$ cat config.mk
export PLATFORM = sky130hd
export DESIGN_NAME = conv1_window_scheduler_flat
export DESIGN_NICKNAME = d
export VERILOG_FILES = /design/src/rtl/conv1_window_scheduler_if.sv /design/src/rtl/conv1_window_scheduler.sv /design/src/flat_wrapper.sv
export SDC_FILE = /design/constraint.sdc
export NUM_CORES = 1
export LEC_CHECK = 0
export ABC_AREA = 1
export BUFFER_PORTS_ARGS = -buffer_cell sky130_fd_sc_hd__buf_2
export CAP_MARGIN = 25
export CORE_MARGIN = 8
export CORE_UTILIZATION = 55
export CTS_CLUSTER_DIAMETER = 60
export DETAILED_ROUTE_END_ITERATION = 12
export PLACE_DENSITY_LB_ADDON = 0.25
export SYNTH_ARGS = -nofsm -noshare
export SYNTH_HDL_FRONTEND = slang
export SYNTH_SLANG_ARGS = --single-unit
$ cat constraint.sdc
create_clock -name clk -period 2.3 [get_ports clk]
set_input_delay 0.345 -clock clk [delete_from_list [all_inputs] [get_ports clk]]
set_output_delay 0.345 -clock clk [all_outputs]
set_load 0.05 [all_outputs]
$ cat src/rtl/conv1_window_scheduler_if.sv
// Handshake/bus bundle between the window scheduler, its pixel memory,
// the convolution datapath and the result consumer.
interface conv1_window_scheduler_if #(
    parameter int ADDR_W  = 6,
    parameter int OADDR_W = 6
);
    logic               start;
    logic               busy;
    logic               done;
    logic               mem_rd;
    logic [ADDR_W-1:0]  mem_addr;
    logic [3:0]         mem_data;
    logic [3:0]         tap_n;
    logic [3:0]         tap_w;
    logic [3:0]         tap_c;
    logic [3:0]         tap_e;
    logic [3:0]         tap_s;
    logic               conv_issue;
    logic [7:0]         conv_result;
    logic               res_valid;
    logic [7:0]         res_data;
    logic [OADDR_W-1:0] res_addr;

    modport master (
        input  start, mem_data, conv_result,
        output busy, done, mem_rd, mem_addr,
        output tap_n, tap_w, tap_c, tap_e, tap_s,
        output conv_issue, res_valid, res_data, res_addr
    );

    modport slave (
        output start, mem_data, conv_result,
        input  busy, done, mem_rd, mem_addr,
        input  tap_n, tap_w, tap_c, tap_e, tap_s,
        input  conv_issue, res_valid, res_data, res_addr
    );
endinterface

$ cat src/rtl/conv1_window_scheduler.sv
// Walks every interior pixel of the image, fetches its plus-shaped 5-tap
// window, issues it to the datapath and tags each result with its output address.
module conv1_window_scheduler #(
    parameter int IMG_W    = 8,
    parameter int IMG_H    = 8,
    parameter int ADDR_W   = 6,
    parameter int OADDR_W  = 6,
    parameter int PIPE_LAT = 4
) (
    input  logic                    clk,
    input  logic                    reset,
    conv1_window_scheduler_if.master bus
);

    localparam int CW = $clog2(IMG_W);
    localparam int RW = $clog2(IMG_H);

    localparam logic [ADDR_W-1:0] ROW_STEP  = ADDR_W'(IMG_W);
    localparam logic [ADDR_W-1:0] FIRST_CTR = ADDR_W'(IMG_W + 1);
    localparam logic [CW-1:0]     LAST_COL  = CW'(IMG_W - 2);
    localparam logic [RW-1:0]     LAST_ROW  = RW'(IMG_H - 2);

    typedef enum logic [2:0] {
        S_IDLE,
        S_FETCH,
        S_ISSUE,
        S_DRAIN,
        S_DONE
    } state_t;

    state_t               state_q, state_d;
    logic [2:0]           k_q;
    logic [CW-1:0]        col_q;
    logic [RW-1:0]        row_q;
    logic [ADDR_W-1:0]    ctr_q;
    logic [OADDR_W-1:0]   oaddr_q;
    logic [3:0]           tap_q [5];
    logic [PIPE_LAT-1:0]  vld_q;
    logic [OADDR_W-1:0]   adr_q [PIPE_LAT];
    logic                 res_valid_q;
    logic [7:0]           res_data_q;
    logic [OADDR_W-1:0]   res_addr_q;

    logic issue;
    logic last_win;

    assign issue    = (state_q == S_ISSUE);
    assign last_win = (row_q == LAST_ROW) && (col_q == LAST_COL);

    // NOTE: sequential state uses non-blocking assignments so every register
    // samples pre-edge values regardless of statement order.
    always_ff @(posedge clk) begin
        if (reset) begin
            state_q <= S_IDLE;
        end else begin
            state_q <= state_d;
        end
    end

    // NOTE: every output of this block gets a default first, so no path
    // through the case leaves a signal unassigned and infers a latch.
    always_comb begin
        state_d        = state_q;
        bus.mem_rd     = 1'b0;
        bus.mem_addr   = '0;
        bus.conv_issue = 1'b0;
        bus.busy       = 1'b0;
        bus.done       = 1'b0;
        case (state_q)
            S_IDLE: begin
                if (bus.start) state_d = S_FETCH;
            end
            S_FETCH: begin
                bus.busy   = 1'b1;
                bus.mem_rd = (k_q <= 3'd4);
                case (k_q)
                    3'd0:    bus.mem_addr = ctr_q - ROW_STEP;
                    3'd1:    bus.mem_addr = ctr_q - ADDR_W'(1);
                    3'd2:    bus.mem_addr = ctr_q;
                    3'd3:    bus.mem_addr = ctr_q + ADDR_W'(1);
                    3'd4:    bus.mem_addr = ctr_q + ROW_STEP;
                    default: bus.mem_addr = '0;
                endcase
                if (k_q == 3'd5) state_d = S_ISSUE;
            end
            S_ISSUE: begin
                bus.busy       = 1'b1;
                bus.conv_issue = 1'b1;
                state_d        = last_win ? S_DRAIN : S_FETCH;
            end
            S_DRAIN: begin
                bus.busy = 1'b1;
                // Head has shifted out, so the last res_valid is on the bus now.
                if (vld_q == '0) state_d = S_DONE;
            end
            S_DONE: begin
                bus.done = 1'b1;
                state_d  = S_IDLE;
            end
            default: state_d = S_IDLE;
        endcase
    end

    // Window walker and tap capture
    always_ff @(posedge clk) begin
        if (reset) begin
            k_q     <= '0;
            col_q   <= '0;
            row_q   <= '0;
            ctr_q   <= '0;
            oaddr_q <= '0;
            for (int i = 0; i < 5; i++) tap_q[i] <= '0;
        end else begin
            case (state_q)
                S_IDLE: begin
                    if (bus.start) begin
                        k_q     <= '0;
                        col_q   <= CW'(1);
                        row_q   <= RW'(1);
                        ctr_q   <= FIRST_CTR;
                        oaddr_q <= '0;
                    end
                end
                S_FETCH: begin
                    k_q <= k_q + 3'd1;
                    case (k_q)
                        3'd1:    tap_q[0] <= bus.mem_data;
                        3'd2:    tap_q[1] <= bus.mem_data;
                        3'd3:    tap_q[2] <= bus.mem_data;
                        3'd4:    tap_q[3] <= bus.mem_data;
                        3'd5:    tap_q[4] <= bus.mem_data;
                        default: ;
                    endcase
                end
                S_ISSUE: begin
                    k_q     <= '0;
                    oaddr_q <= oaddr_q + OADDR_W'(1);
                    if (col_q == LAST_COL) begin
                        // Jump from the last interior column to column 1 of the next row.
                        col_q <= CW'(1);
                        row_q <= row_q + RW'(1);
                        ctr_q <= ctr_q + ADDR_W'(3);
                    end else begin
                        col_q <= col_q + CW'(1);
                        ctr_q <= ctr_q + ADDR_W'(1);
                    end
                end
                default: ;
            endcase
        end
    end

    // NOTE: the latency tracker is small flop storage, not a RAM, so it is
    // reset; a mid-frame reset must kill every in-flight valid bit.
    always_ff @(posedge clk) begin
        if (reset) begin
            vld_q <= '0;
            for (int i = 0; i < PIPE_LAT; i++) adr_q[i] <= '0;
            res_valid_q <= 1'b0;
            res_data_q  <= '0;
            res_addr_q  <= '0;
        end else begin
            vld_q[0] <= issue;
            adr_q[0] <= oaddr_q;
            for (int i = 1; i < PIPE_LAT; i++) begin
                vld_q[i] <= vld_q[i-1];
                adr_q[i] <= adr_q[i-1];
            end
            res_valid_q <= vld_q[PIPE_LAT-1];
            if (vld_q[PIPE_LAT-1]) begin
                res_data_q <= bus.conv_result;
                res_addr_q <= adr_q[PIPE_LAT-1];
            end
        end
    end

    assign bus.tap_n     = tap_q[0];
    assign bus.tap_w     = tap_q[1];
    assign bus.tap_c     = tap_q[2];
    assign bus.tap_e     = tap_q[3];
    assign bus.tap_s     = tap_q[4];
    assign bus.res_valid = res_valid_q;
    assign bus.res_data  = res_data_q;
    assign bus.res_addr  = res_addr_q;

endmodule

$ cat src/flat_wrapper.sv
// flat-port wrapper written by rule: the top's interface ports become plain ports
module conv1_window_scheduler_flat 
#(
    parameter int IMG_W    = 8,
    parameter int IMG_H    = 8,
    parameter int ADDR_W   = 6,
    parameter int OADDR_W  = 6,
    parameter int PIPE_LAT = 4
)
  (clk, reset, bus_start, bus_mem_data, bus_conv_result, bus_busy, bus_done, bus_mem_rd, bus_mem_addr, bus_tap_n, bus_tap_w, bus_tap_c, bus_tap_e, bus_tap_s, bus_conv_issue, bus_res_valid, bus_res_data, bus_res_addr);
  conv1_window_scheduler_if #(.ADDR_W(ADDR_W), .OADDR_W(OADDR_W)) bus_i ();
  input  logic clk;
  input  logic reset;
  input wire logic [$bits(bus_i.start)-1:0] bus_start;
  input wire logic [$bits(bus_i.mem_data)-1:0] bus_mem_data;
  input wire logic [$bits(bus_i.conv_result)-1:0] bus_conv_result;
  output wire logic [$bits(bus_i.busy)-1:0] bus_busy;
  output wire logic [$bits(bus_i.done)-1:0] bus_done;
  output wire logic [$bits(bus_i.mem_rd)-1:0] bus_mem_rd;
  output wire logic [$bits(bus_i.mem_addr)-1:0] bus_mem_addr;
  output wire logic [$bits(bus_i.tap_n)-1:0] bus_tap_n;
  output wire logic [$bits(bus_i.tap_w)-1:0] bus_tap_w;
  output wire logic [$bits(bus_i.tap_c)-1:0] bus_tap_c;
  output wire logic [$bits(bus_i.tap_e)-1:0] bus_tap_e;
  output wire logic [$bits(bus_i.tap_s)-1:0] bus_tap_s;
  output wire logic [$bits(bus_i.conv_issue)-1:0] bus_conv_issue;
  output wire logic [$bits(bus_i.res_valid)-1:0] bus_res_valid;
  output wire logic [$bits(bus_i.res_data)-1:0] bus_res_data;
  output wire logic [$bits(bus_i.res_addr)-1:0] bus_res_addr;
  assign bus_i.start = bus_start;
  assign bus_i.mem_data = bus_mem_data;
  assign bus_i.conv_result = bus_conv_result;
  assign bus_busy = bus_i.busy;
  assign bus_done = bus_i.done;
  assign bus_mem_rd = bus_i.mem_rd;
  assign bus_mem_addr = bus_i.mem_addr;
  assign bus_tap_n = bus_i.tap_n;
  assign bus_tap_w = bus_i.tap_w;
  assign bus_tap_c = bus_i.tap_c;
  assign bus_tap_e = bus_i.tap_e;
  assign bus_tap_s = bus_i.tap_s;
  assign bus_conv_issue = bus_i.conv_issue;
  assign bus_res_valid = bus_i.res_valid;
  assign bus_res_data = bus_i.res_data;
  assign bus_res_addr = bus_i.res_addr;
  conv1_window_scheduler #(.IMG_W(IMG_W), .IMG_H(IMG_H), .ADDR_W(ADDR_W), .OADDR_W(OADDR_W), .PIPE_LAT(PIPE_LAT)) u_core (.clk(clk), .reset(reset), .bus(bus_i));
endmodule
Yosys cells after proc, flatten, opt, wreduce, memory -nomap -nowiden:

Memory sizes are Yosys's and may differ from the RTL's. A register that Yosys moved wholly into a read port is not among the register bits.
Cells that the tools add are included.

* flip-flop bits (word level): 37
* bits in writable memories: 44
* input bits: 15
* output and inout bits: 45
* word-level logic and storage cells: 110
* memories kept: 2

* add/sub/neg operators: 9
* magnitude comparators: 1
* equality and inequality tests: 15
* multiplexer cells: 54
* bitwise operators: 9
* reduce and logical (&&, ||, !) cells: 11

Memory list
* u_core.adr_q: depth 4, bits a word 6, read ports 4, clocked after Yosys merged registers in 1, write ports 4, RTL line conv1_window_scheduler.sv:39 `logic [OADDR_W-1:0] adr_q [PIPE_LAT];`
* u_core.tap_q: depth 5, bits a word 4, read ports 5, clocked after Yosys merged registers in 0, write ports 5, RTL line conv1_window_scheduler.sv:37 `logic [3:0] tap_q [5];`

Operators with widths (count)
* two-way mux 6 bit: 8
* one-hot mux 6 bit (5 select lines): 1
* two-way mux 1 bit: 27
* one-hot mux 6 bit (2 select lines): 2
* two-way mux 4 bit: 5
* two-way mux 3 bit: 6
* equality test 3 bit, second input constant: 5
* adder 6 x 1 -> 6 bit, second input constant: 2
* equality test 3 x 2 -> 1 bit, second input constant: 4
* one-hot mux 3 bit (2 select lines): 2
* one-hot mux 3 bit (4 select lines): 1
* adder 3 x 1 -> 3 bit, second input constant: 3
* bitwise OR 1 bit: 9
* one-hot mux 3 bit (3 select lines): 1
* adder 6 x 2 -> 6 bit, second input constant: 1
* adder 6 x 4 -> 6 bit, second input constant: 1
* equality test 3 x 1 -> 1 bit, second input constant: 2
* zero test 3 bit: 2
* AND reduction 3 bit: 2
* subtractor 6 x 1 -> 6 bit, second input constant: 1
* subtractor 6 x 4 -> 6 bit, second input constant: 1
* zero test 4 bit: 1
* inequality test 2 x 1 -> 1 bit, second input constant: 2
* inequality test 2 bit, second input constant: 2
* other kinds (7): 8

Depth between registers and ports, before layout:

Gate-level depths: netlist of the first run.

* depth after elaboration: 6
* depth in mapped cells: 12
* depth with buffers taken out: 12

Least setup slack after synthesis of the first run:

No wires, ideal clock.

* kind: reg2out
* start: reg u_core.k_q[0]
* end: out bus_mem_addr[5]
* arrival time: 2.253 ns
* required time: 1.955 ns
* setup slack: -0.298 ns
* stages on the path, launching flop included: 13
* buffers on the path: 0
* cells stage by stage: dfxtp_1 > inv_1 > ha_1 > nand2_1 > inv_1 > fa_1 > xnor2_1 > nand2_1 > nand2_1 > nor2_1 > nand2_1 > nor2_1 > nor2_1

* cells in the longest elaborated chain, start to end: 3

RTL lines
* start: declaration: RTL line conv1_window_scheduler.sv:32 `logic [2:0] k_q;`
* start signal: assignment: RTL line conv1_window_scheduler.sv:125 `k_q <= k_q + 3'd1;`
* equality test 3 bit, or another cell as far along: RTL line conv1_window_scheduler.sv:76 `case (k_q)`
* one-hot mux 6 bit (5 select lines) *: RTL line conv1_window_scheduler.sv:76
* two-way mux 6 bit *: RTL line conv1_window_scheduler.sv:69 `case (state_q)`
* end: declaration: RTL line flat_wrapper.sv:20 `output wire logic [$bits(bus_i.mem_addr)-1:0] bus_mem_addr;`

Mark *: on every way between the ends. The rest lies on a longest branch, timed or not.

Worst setup path after layout of the first run:

Ends and elaborated chain as after synthesis.

==> metrics.md, run 1 <==
| Metric | Value |
|---|---|
| Status | `finished with violations` |
| Failing checks | `setup timing` |
| Synth cell types | `34` |
| Cell total after placement | `569` |
| Fin cells | `588` |
| CP required | `1.96 ns` |
| WP buf/inv | `3` |
| Post-Syn Area | `3592 sq um` |
| WP data arrival | `2.14 ns` |
| Initial antenna violation count | `0` |
| Worst path cell trace | `inv_2 -> ha_4 -> nand2_4 -> inv_4 -> fa_2 -> xnor2_2 -> nand2_1 -> nand2_1 -> nor2_1 -> nand2_1 -> nor2_2 -> nor2_4 -> buf_6` |
| Post-Synthesis Cells | `435` |
| Residual DRC | `0` |
| Unrepaired setup endpoints after global routing | `true` |
| Filler cells | `508` |
| Hold path startpoint | `bus_conv_result[7]` |
| Area Overhead vs Synth | `21.46%` |
| Most numerous cell in the Yosys netlist | `nor2_1` |
| Delay-heaviest family, CP | `adder cells` |
| Highest clock rate | `402.4 MHz` |
| Final WL | `7338 um` |
| R2R Path End | `u_core.tap_q[0][5]` |
| Slowest-stage cell, CP | `fa_2` |
| # setup viols final | `2` |
| Die width | `96.82 um` |
| Clock-pin slew on the worst setup and hold paths | `0.09 ns` |
| Final nets | `532` |
| Final setup margin | `-0.1849 ns` |
| DIE AREA | `9373 sq um` |
| CTS root buffer | `clkbuf_8` |
| Sequential fraction of the synthesis area | `54.06%` |
| Number of synthesized register bits | `87` |
| Detail Route Antenna Nets | `0` |
| Vias in the first global route | `2853` |
| Yosys warning total | `0` |
| Post-synthesis area per instance | `8.258 sq um` |
| Synth Area in XOR/XNOR | `1.707%` |
| Largest family of logic cells by synthesized area | `simple AND/OR/NAND/NOR gates` |
| Count of flip-flops with a built-in enable after synthesis | `20` |
| Largest cells by area after synthesis | `dfxtp_1, edfxtp_1, nor2_1` |
| Actual slew at the worst max-slew pin | `0.6838 ns` |
| Detailed-route via count | `2927` |
| Post-layout min period | `2.485 ns` |
| Top cell type's share of synthesized area | `37.34%` |
| Port Buffers | `59` |
| Predominant post-synthesis flop cell | `dfxtp_1` |
| CTS HTree Levels | `3` |
| Rows | `29` |
| Via/cell ratio | `4.978` |
| GRT Util Overall | `15.86%` |
| Synth area leader | `dfxtp_1` |
| Post-synth top cells | `nor2_1, nand2_1, dfxtp_1` |
| Worst hold endpoint | `u_core.bus.res_data[7]` |
| CTS tree | `done` |
| Share of cells above drive strength 1 | `24.46%` |
| Compound-cell area share of the yosys netlist | `10.10%` |
| Largest net degree at the start of global routing | `26` |
| Total Power | `3.227 mW` |
| Clock Skews | `0.006092 ns` |
| Initial DRT Pass Iterations | `4` |
| Element type at the critical path end | `output pin` |
| Grt ovf | `0` |
| Clock Latency Late Sink | `0.35 ns` |
| Hold Path Class | `primary input to flop` |
| Worst Setup Start Kind | `flop` |
| Post-synth ARST share | `0%` |
| Drt initial violations | `132` |
| Setup CP Type | `flop to output pin` |
| Leakage | `2.013 nW` |
| Final period util | `108.0%` |
| Gpl congestion | `0.8705` |
| Worst r2r src | `u_core.state_q[1]` |
| Mux share of post-synthesis cell area | `0%` |
| Hold Path Stages | `3` |
| Setup slack, reg-to-reg | `0.43 ns` |
| Critical Path Fanout Max | `2` |
| Dpl hpwl | `5313 um` |
| R2R depth | `4` |
| Number of max-cap violations | `0` |
| Max IR drop VDD | `0.5006 mV` |
| Clock buffer depth | `2` |
| Worst slack at placement | `-0.04267 ns` |
| Max Transition Viols Final | `0` |
| IO Count | `60` |
| Routed WL per cell | `12.48 um` |
| Syn nets | `461` |
| Synth Area in Adders | `4.040%` |
| Total CTS buffers | `9` |
| Slew HR | `53.93%` |
| Final hold viol count | `0` |
| Clk sinks | `87` |
| Die Ht | `96.82 um` |
| Core area | `6350 sq um` |
| Starting density of the core | `56.57%` |
| ANT cells | `0` |
| Most Frequent Cell on Critical Path | `nand2_1` |
| Pwr Density | `739.7 nW/um^2` |
| Max stage delay on crit path | `0.36 ns` |
| Post-Synth Simple-Gate Area | `21.32%` |
| First-pass GRT wire length | `12690 um` |
layer usage:
metal  share of wire, %  GRT usage, %
met4               0.79         5.207
met2                 46         25.73
met5                  0             0
met3                7.2         5.405
met1                 46         19.21
cells by family after synthesis:
logic type                 Yosys count
and+or+nand+nor                    185
DFF                                 87
buffers and inverters               81
AOI/OAI and AO/OA                   64
adders and majority gates           11
xor gates and xnor gates             7
timing repair:
| item | CTS | global route |
|---|---|---|
| gates resized for setup | 23 | 12 |
| pin swaps | 7 | 5 |
| setup buffers | 2 | 1 |
| hold buffers | 0 | 0 |
| endpoints found under the setup margin | 3 | 5 |
power by group:
group | switching [mW] | total (mW) | internal [mW]
Combinational | 0.336 | 0.491 | 0.154
Sequential | 0.0227 | 1.62 | 1.60
Clock | 0.585 | 1.11 | 0.529
area by class of cell:
type                    instances  area, sq um  share of cell area, %
repair buffers                 75        439.2                  10.07
clock buffers                   9        123.9                  2.839
flip-flops and latches         87         1946                  44.59
multi-input cells             267         1415                  32.43
clock inverters                 7        90.09                  2.065
well taps                      77        96.34                  2.208
inverters                      66        252.7                  5.793
sequential cells by signal (all words and copies together), names as in the netlist, 3 cells and up:
name,count
u_core.row_q,3
u_core.adr_q,24
u_core.k_q,3
u_core.tap_q,20
u_core.state_q,3
u_core.bus.res_data,8
u_core.vld_q,4
u_core.col_q,3
u_core.ctr_q,6
u_core.bus.res_addr,6
u_core.oaddr_q,6
worst min-delay path, delay by kind of cell:
kind          cells  cell delay [ns]
buf+inv           1             0.07
simple gates      2             0.11
how the worst max path moves through the flow:
stage / from / end / slack, ns / cells after the start
final: u_core.k_q[0] / bus_mem_addr[5] / -0.18 / 13
after global routing: u_core.k_q[0] / bus_mem_addr[5] / -0.31 / 13
after global placement: u_core.k_q[0] / bus_mem_addr[4] / 0.02 / 10
after CTS: u_core.k_q[1] / bus_mem_addr[5] / -0.20 / 13
after floorplan: u_core.k_q[0] / bus_mem_addr[5] / 0.07 / 12
after detailed placement: u_core.k_q[0] / bus_mem_addr[5] / -0.04 / 13
layout by cell type (no fill, tap or decap), drive strengths merged, types with 2 or more instances in the layout:
master and instances:
nor2 86, buf 73, nand2 70, inv 70
dfxtp 67, o21ai 34, edfxtp 20, nand3 20
a21oi 16, clkbuf 11, ha 10, xor2 6
nand4 5, a211oi 3, nor3 3, a31oi 2
o22ai 2, o31ai 2, clkinv 2
metrics by stage:
| stage | utilization [%] | area (sq um) | setup TNS, ns | hold slack (ns) |
|---|---|---|---|---|
| floorplan | - | 3600 | 0 | 0.3883 |
| global placement | 63.33 | 4021 | 0 | 0.3891 |
| detailed placement | 63.33 | 4021 | -0.06211 | 0.3922 |
| CTS | 67.98 | 4317 | -0.2638 | 0.2000 |
| global route | 68.71 | 4363 | -0.4944 | 0.1936 |
| finish | 68.71 | 4363 | -0.2798 | 0.2106 |
(Power assumes the default switching activity.)
==> run 2: changes to the inputs <==
--- a/config.mk
+++ b/config.mk
@@ -13,6 +13,7 @@
 export CTS_CLUSTER_DIAMETER = 60
 export DETAILED_ROUTE_END_ITERATION = 12
 export PLACE_DENSITY_LB_ADDON = 0.25
+export SETUP_SLACK_MARGIN = 0.5
 export SYNTH_ARGS = -nofsm -noshare
 export SYNTH_HDL_FRONTEND = slang
 export SYNTH_SLANG_ARGS = --single-unit
==> run 2 against run 1 <==
Effect of this change:
- the run still ends with setup timing left
- via count up 2.3%
- sequential power about the same
- core utilization up 3.3 points
- worst setup slack worse by 0.028 ns
- total power up 0.97%
- highest routed layer unchanged
==> metrics.md, run 2 (synthesis results as in run 1) <==
| Metric | Value |
|---|---|
| Final period util | `109.3%` |
| Initial antenna violation count | `0` |
| Routed WL per cell | `13.83 um` |
| Max IR drop VDD | `0.4405 mV` |
| Gpl congestion | `0.9097` |
| Final hold viol count | `0` |
| Final WL | `8204 um` |
| CP required | `1.96 ns` |
| Number of max-cap violations | `0` |
| Total CTS buffers | `9` |
| Crit path capture | `bus_mem_addr[5]` |
| IO Count | `60` |
| Most Frequent Cell on Critical Path | `nand2_1` |
| Via/cell ratio | `5.051` |
| Worst slack at placement | `0.1078 ns` |
| Clock buffer depth | `2` |
| Initial DRT Pass Iterations | `4` |
| Die Ht | `96.82 um` |
| Unrepaired setup endpoints after global routing | `true` |
| Core area | `6350 sq um` |
| Commonest non-fill, non-tap cell in the layout | `nor2_1` |
| Post-layout min period | `2.513 ns` |
| Clk sinks | `87` |
| CTS HTree Levels | `3` |
| GRT Util Overall | `17.57%` |
| Die width | `96.82 um` |
| Hold Buf Count CTS | `0` |
| Final setup margin | `-0.2131 ns` |
| Slowest-stage cell, CP | `dfxtp_2` |
| R2R Path End | `u_core.tap_q[0][4]` |
| Residual DRC | `0` |
| Detailed-route via count | `2995` |
| Total Power | `3.259 mW` |
| Highest clock rate | `397.9 MHz` |
| Grt ovf | `0` |
| Final nets | `537` |
| Clock-pin slew on the worst setup and hold paths | `0.09 ns` |
| Share of cells above drive strength 1 | `30.04%` |
| Detail Route Antenna Nets | `0` |
| Worst Setup Start Kind | `flop` |
| Worst r2r src | `u_core.k_q[1]` |
| Worst path cell trace | `inv_4 -> ha_4 -> nand2_2 -> inv_2 -> fa_2 -> xnor2_2 -> nand2_1 -> nand2_1 -> nor2_1 -> nand2_1 -> nor2_2 -> nor2_4 -> buf_6` |
| Critical Path Fanout Max | `2` |
| Element type at the critical path end | `output pin` |
| Status | `finished with violations` |
| Fin Hold WS | `0.1924 ns` |
| Starting density of the core | `56.57%` |
| Setup CP Type | `flop to output pin` |
| Max stage delay on crit path | `0.37 ns` |
| Rows | `29` |
| Pwr Density | `712.6 nW/um^2` |
| Failing checks | `setup timing` |
| Actual slew at the worst max-slew pin | `0.6013 ns` |
| Area Overhead vs Synth | `27.31%` |
| Largest Register | `u_core.adr_q` |
| ANT cells | `0` |
| WP data arrival | `2.17 ns` |
| Max Transition Viols Final | `0` |
| Dpl hpwl | `5282 um` |
| First-pass GRT wire length | `13700 um` |
| CTS tree | `done` |
| Crit. Startpoint | `u_core.k_q[1]` |
| Clock Skews | `0.008365 ns` |
| Hold Path Class | `primary input to flop` |
| Vias in the first global route | `2924` |
| Clock Latency Late Sink | `0.37 ns` |
| R2R depth | `11` |
| CTS root buffer | `clkbuf_8` |
| DIE AREA | `9373 sq um` |
| Setup slack, reg-to-reg | `0.57 ns` |
| Most frequent cells in the layout | `nor2_1, nand2_1, dfxtp_1, inv_1, buf_2` |
| Number of flip-flops in the largest register | `24` |
| Drt initial violations | `150` |
| # setup viols final | `2` |
| Largest net degree at the start of global routing | `31` |
| Slew HR | `59.49%` |
| Port Buffers | `59` |
| Leakage | `2.069 nW` |
[run 2: worst min path at each step]
stage | startpoint | slack [ns] | depth (start not counted) | to
after floorplan | u_core.adr_q[0][0] | 0.39 | 2 | u_core.adr_q[1][0]
after global placement | u_core.adr_q[1][3] | 0.39 | 2 | u_core.adr_q[2][3]
after detailed placement | u_core.adr_q[2][1] | 0.39 | 2 | u_core.adr_q[3][1]
after CTS | bus_conv_result[7] | 0.19 | 3 | u_core.bus.res_data[7]
after global routing | bus_conv_result[7] | 0.18 | 3 | u_core.bus.res_data[7]
final | bus_conv_result[2] | 0.19 | 3 | u_core.bus.res_data[2]
[run 2: metal layers]
metal	vias up	part of all wire [%]	wire length, um	GRT usage (%)
met3	17	8.0	654	6.757
met1	1346	44	3649	21.21
li1	1531	-	-	-
met4	0	2.2	182	6.746
met5	-	0	0	0
met2	101	45	3716	27.55
[run 2: worst max-delay path: cells and delay by family, from the launching register on]
family                     cells  cell delay (ns)
and+or+nand+nor                7             0.52
adders and majority gates      2             0.51
DFF                            1             0.37
buffers and inverters          3             0.24
xor gates and xnor gates       1             0.15
[run 2: area by class of cell]
type	count	area, sq um
flip-flops and latches	87	1958
clock inverters	5	43.79
well taps	77	96.34
multi-input cells	267	1529
inverters	66	260.3
clock buffers	11	162.7
repair buffers	80	523.0
fillers	480	1777
[run 2: repair_timing]
action / in CTS / in global routing
pin swaps: 4 / 4
resized for setup: 56 / 18
cloned: 0 / 0
buffers inserted: 9 / 5
endpoints found under the setup margin: 15 / 36
[run 2: through the flow]
| stage | instance area, sq um | cells | utilization (%) | setup TNS (ns) |
|---|---|---|---|---|
| CTS | 4492 | 588 | 70.74 | -0.2474 |
| global placement | 4040 | 563 | 63.63 | 0 |
| detailed placement | 4040 | 563 | 63.63 | 0 |
| global route | 4573 | 593 | 72.02 | -0.4517 |
| floorplan | 3665 | 435 | - | 0 |
| finish | 4573 | 593 | 72.02 | -0.2969 |
[run 2: where the power goes]
group	switching, mW	internal [mW]
combinational	0.369	0.186
clock	0.573	0.505
sequential	0.0270	1.60
total	0.968	2.29
==> run 3: changes to the inputs <==
--- a/config.mk
+++ b/config.mk
@@ -5,11 +5,10 @@
 export SDC_FILE = /design/constraint.sdc
 export NUM_CORES = 1
 export LEC_CHECK = 0
-export ABC_AREA = 1
 export BUFFER_PORTS_ARGS = -buffer_cell sky130_fd_sc_hd__buf_2
 export CAP_MARGIN = 25
 export CORE_MARGIN = 8
-export CORE_UTILIZATION = 55
+export CORE_UTILIZATION = 56
 export CTS_CLUSTER_DIAMETER = 60
 export DETAILED_ROUTE_END_ITERATION = 12
 export PLACE_DENSITY_LB_ADDON = 0.25
==> run 3 against run 2 <==
Effect of this change:
- the run still ends with setup timing left
- routed wire length rose by 12%
- clock skew rose by 0.0015 ns
- clock power rose by 4%
- core utilization rose by 6.4 points
- combinational power rose by 41%
- total power rose by 8.8%
- largest cell class unchanged
==> metrics.md, run 3 <==
| Metric | Value |
|---|---|
| Post-synthesis area per instance | `10.20 sq um` |
| Initial antenna violation count | `0` |
| CTS HTree Levels | `3` |
| Fin Hold WS | `0.2184 ns` |
| Final nets | `471` |
| Final core utilization | `78.44%` |
| Most frequent cells in the layout | `dfxtp_1, buf_2, nor2_1, buf_4, nor2b_1` |
| Delay-heaviest family, CP | `adder cells` |
| Most Frequent Cell on Critical Path | `inv_4` |
| Sequential share of power | `46.4%` |
| Fin cells | `527` |
| Grt ovf | `0` |
| Crit. Startpoint | `u_core.k_q[0]` |
| Slew HR | `66.40%` |
| Comb power frac | `22.0%` |
| Post-synth top cells | `dfxtp_1, nor2_1, nor2b_1` |
| Pwr Density | `716.2 nW/um^2` |
| Post-synth ARST share | `0%` |
| Total Power | `3.547 mW` |
| Worst hold endpoint | `u_core.bus.res_data[3]` |
| Syn nets | `381` |
| Status | `finished with violations` |
| Post-Syn Area | `3621 sq um` |
| Most numerous cell in the Yosys netlist | `dfxtp_1` |
| Hold path startpoint | `bus_conv_result[3]` |
| Worst path cell trace | `inv_4 -> ha_4 -> nand2_4 -> inv_4 -> fa_2 -> and3_4 -> o41ai_4 -> a21oi_4 -> buf_6` |
| Post-layout min period | `2.570 ns` |
| WP buf/inv | `3` |
| Int Pwr | `2.442 mW` |
| Critical Path Fanout Max | `2` |
| Sequential fraction of the synthesis area | `53.63%` |
| Failing checks | `setup timing` |
| Routed WL per cell | `17.43 um` |
| Max stage delay on crit path | `0.37 ns` |
| IO Count | `60` |
| Actual slew at the worst max-slew pin | `0.4995 ns` |
| Fin area | `4952 sq um` |
| Port Buffers | `59` |
| Starting density of the core | `57.35%` |
| Total CTS buffers | `9` |
| Setup TNS Final | `-0.6067 ns` |
| Top cell type's share of synthesized area | `37.04%` |
| Number of synthesized register bits | `87` |
| Clock Skews | `0.009874 ns` |
| CTS tree | `done` |
| Synth area leader | `dfxtp_1` |
| Number of flip-flops in the largest register | `24` |
| Slowest-stage cell, CP | `dfxtp_4` |
| Filler cells | `414` |
| Largest net degree at the start of global routing | `72` |
| Final period util | `111.7%` |
| Count of flip-flops with a built-in enable after synthesis | `20` |
| Clock power frac | `31.6%` |
| Largest Register | `u_core.adr_q` |
| Post-DP Area | `4239 sq um` |
| Via/cell ratio | `5.594` |
| Number of max-cap violations | `0` |
| Final setup margin | `-0.2695 ns` |
| DIE AREA | `9295 sq um` |
| Setup CP Type | `flop to output pin` |
| Sw frac | `31.15%` |
| R2R Path End | `u_core.tap_q[0][10]` |
| Element type at the critical path end | `output pin` |
| Predominant post-synthesis flop cell | `dfxtp_1` |
| Setup slack, reg-to-reg | `0.40 ns` |
| Detail Route Antenna Nets | `0` |
| Rows | `29` |
| Hold Path Stages | `3` |
| Post-Synthesis Cells | `355` |
| Synth cell types | `59` |
| # setup viols final | `4` |
| ANT cells | `0` |
| Gpl congestion | `0.9498` |
| Commonest non-fill, non-tap cell in the layout | `dfxtp_1` |
| Initial DRT Pass Iterations | `4` |
| Clock-pin slew on the worst setup and hold paths | `0.09 ns` |
| Largest cells by area after synthesis | `dfxtp_1, edfxtp_1, nor2b_1` |
| Core area | `6314 sq um` |
| Dpl hpwl | `5749 um` |
| Highest clock rate | `389.2 MHz` |
| CP required | `1.96 ns` |
| Area Overhead vs Synth | `36.77%` |
| Max IR drop VDD | `0.4660 mV` |
| Vias in the first global route | `2838` |
| Final hold viol count | `0` |
| WP data arrival | `2.22 ns` |
| Clock Latency Late Sink | `0.36 ns` |
| Leakage | `1.945 nW` |
| Die Ht | `96.41 um` |
| Worst slack at placement | `0.04491 ns` |
| Clk sinks | `87` |
| Hold Buf Count CTS | `0` |
| Hold Path Class | `primary input to flop` |
| First-pass GRT wire length | `14020 um` |
| Max Transition Viols Final | `0` |
| Unrepaired setup endpoints after global routing | `true` |
| Worst r2r src | `u_core.k_q[0]` |
| Die width | `96.41 um` |
| R2R depth | `7` |
| Drt initial violations | `126` |
| Clock buffer depth | `2` |
| Residual DRC | `0` |
| Yosys warning total | `0` |
| NetSw | `1.105 mW` |
| GRT Util Overall | `19.56%` |
| Final WL | `9184 um` |
| Cell total after placement | `487` |
| CTS root buffer | `clkbuf_8` |
| Share of cells above drive strength 1 | `40.22%` |
| Detailed-route via count | `2948` |
| Worst Setup Start Kind | `flop` |
## run 3: changes by cell type after synthesis, sizes merged, moves of 6 or more
| cell | delta |
|---|---|
| clkbuf | +8 |
| nor2b | +30 |
| inv | -52 |
| mux2i | +15 |
| nor2 | -42 |
| a21oi | +9 |
| nand3 | -13 |
| nor3 | +6 |
| nand2 | -62 |
| xor2 | -6 |
| o21ai | -24 |
## run 3: worst max-delay path by stage
stage / cells past startpoint / endpoint / slack (ns)
finish: 9 / bus_mem_addr[5] / -0.27
CTS: 9 / bus_mem_addr[5] / -0.28
floorplan: 8 / bus_mem_addr[5] / 0.21
global route: 10 / bus_mem_addr[5] / -0.32
detailed placement: 9 / bus_mem_addr[5] / 0.04
global placement: 9 / bus_mem_addr[5] / 0.08
## run 3: worst min-delay path: cells and delay by family
| family | cells | cell delay, ns |
|---|---|---|
| buf+inv | 1 | 0.08 |
| mux | 1 | 0.06 |
| simple gates | 1 | 0.07 |
## run 3: layout make-up
cell class / instances / area, sq um / area share [%]
Sequential cell: 87 / 1964 / 39.67
Multi-Input combinational cell: 231 / 1876 / 37.87
Timing Repair Buffer: 102 / 738.2 / 14.91
Clock buffer: 9 / 123.9 / 2.501
Tap cell: 77 / 96.34 / 1.945
Clock inverter: 7 / 90.09 / 1.819
Inverter: 14 / 63.81 / 1.289
## run 3: logic make-up after synthesis
family                   synth area share (%)
adder cells (fa/ha/maj)                 4.319
flip-flops                              53.63
AND/OR/NAND/NOR                         18.73
multiplexers                            4.146
buffers and inverters                   4.285
XOR/XNOR                               0.2419
AO/OA/AOI/OAI                           14.65
## run 3: what timing repair did
action / 4_1_cts / 5_1_grt
buffers inserted: 14 / 10
gates resized for setup: 50 / 30
pin swaps: 13 / 16
endpoints found under the setup margin: 16 / 32
## run 3: power groups by stage
stage / Clock (mW) / Sequential [mW] / Combinational, mW
after floorplan: 0 / 1.73 / 0.407
after global placement: 0 / 1.68 / 0.594
after detailed placement: 0 / 1.68 / 0.599
after CTS: 1.13 / 1.65 / 0.691
after global routing: 1.21 / 1.65 / 0.830
final: 1.12 / 1.65 / 0.779
## run 3: layer usage
metal / GRT usage (%) / vias to the layer above / wire length, um
met3: 4.328 / 14 / 673
li1: - / 1445 / -
met1: 23.42 / 1401 / 3771
met4: 8.575 / 0 / 163
met5: 0 / - / 0
met2: 33.09 / 88 / 4576
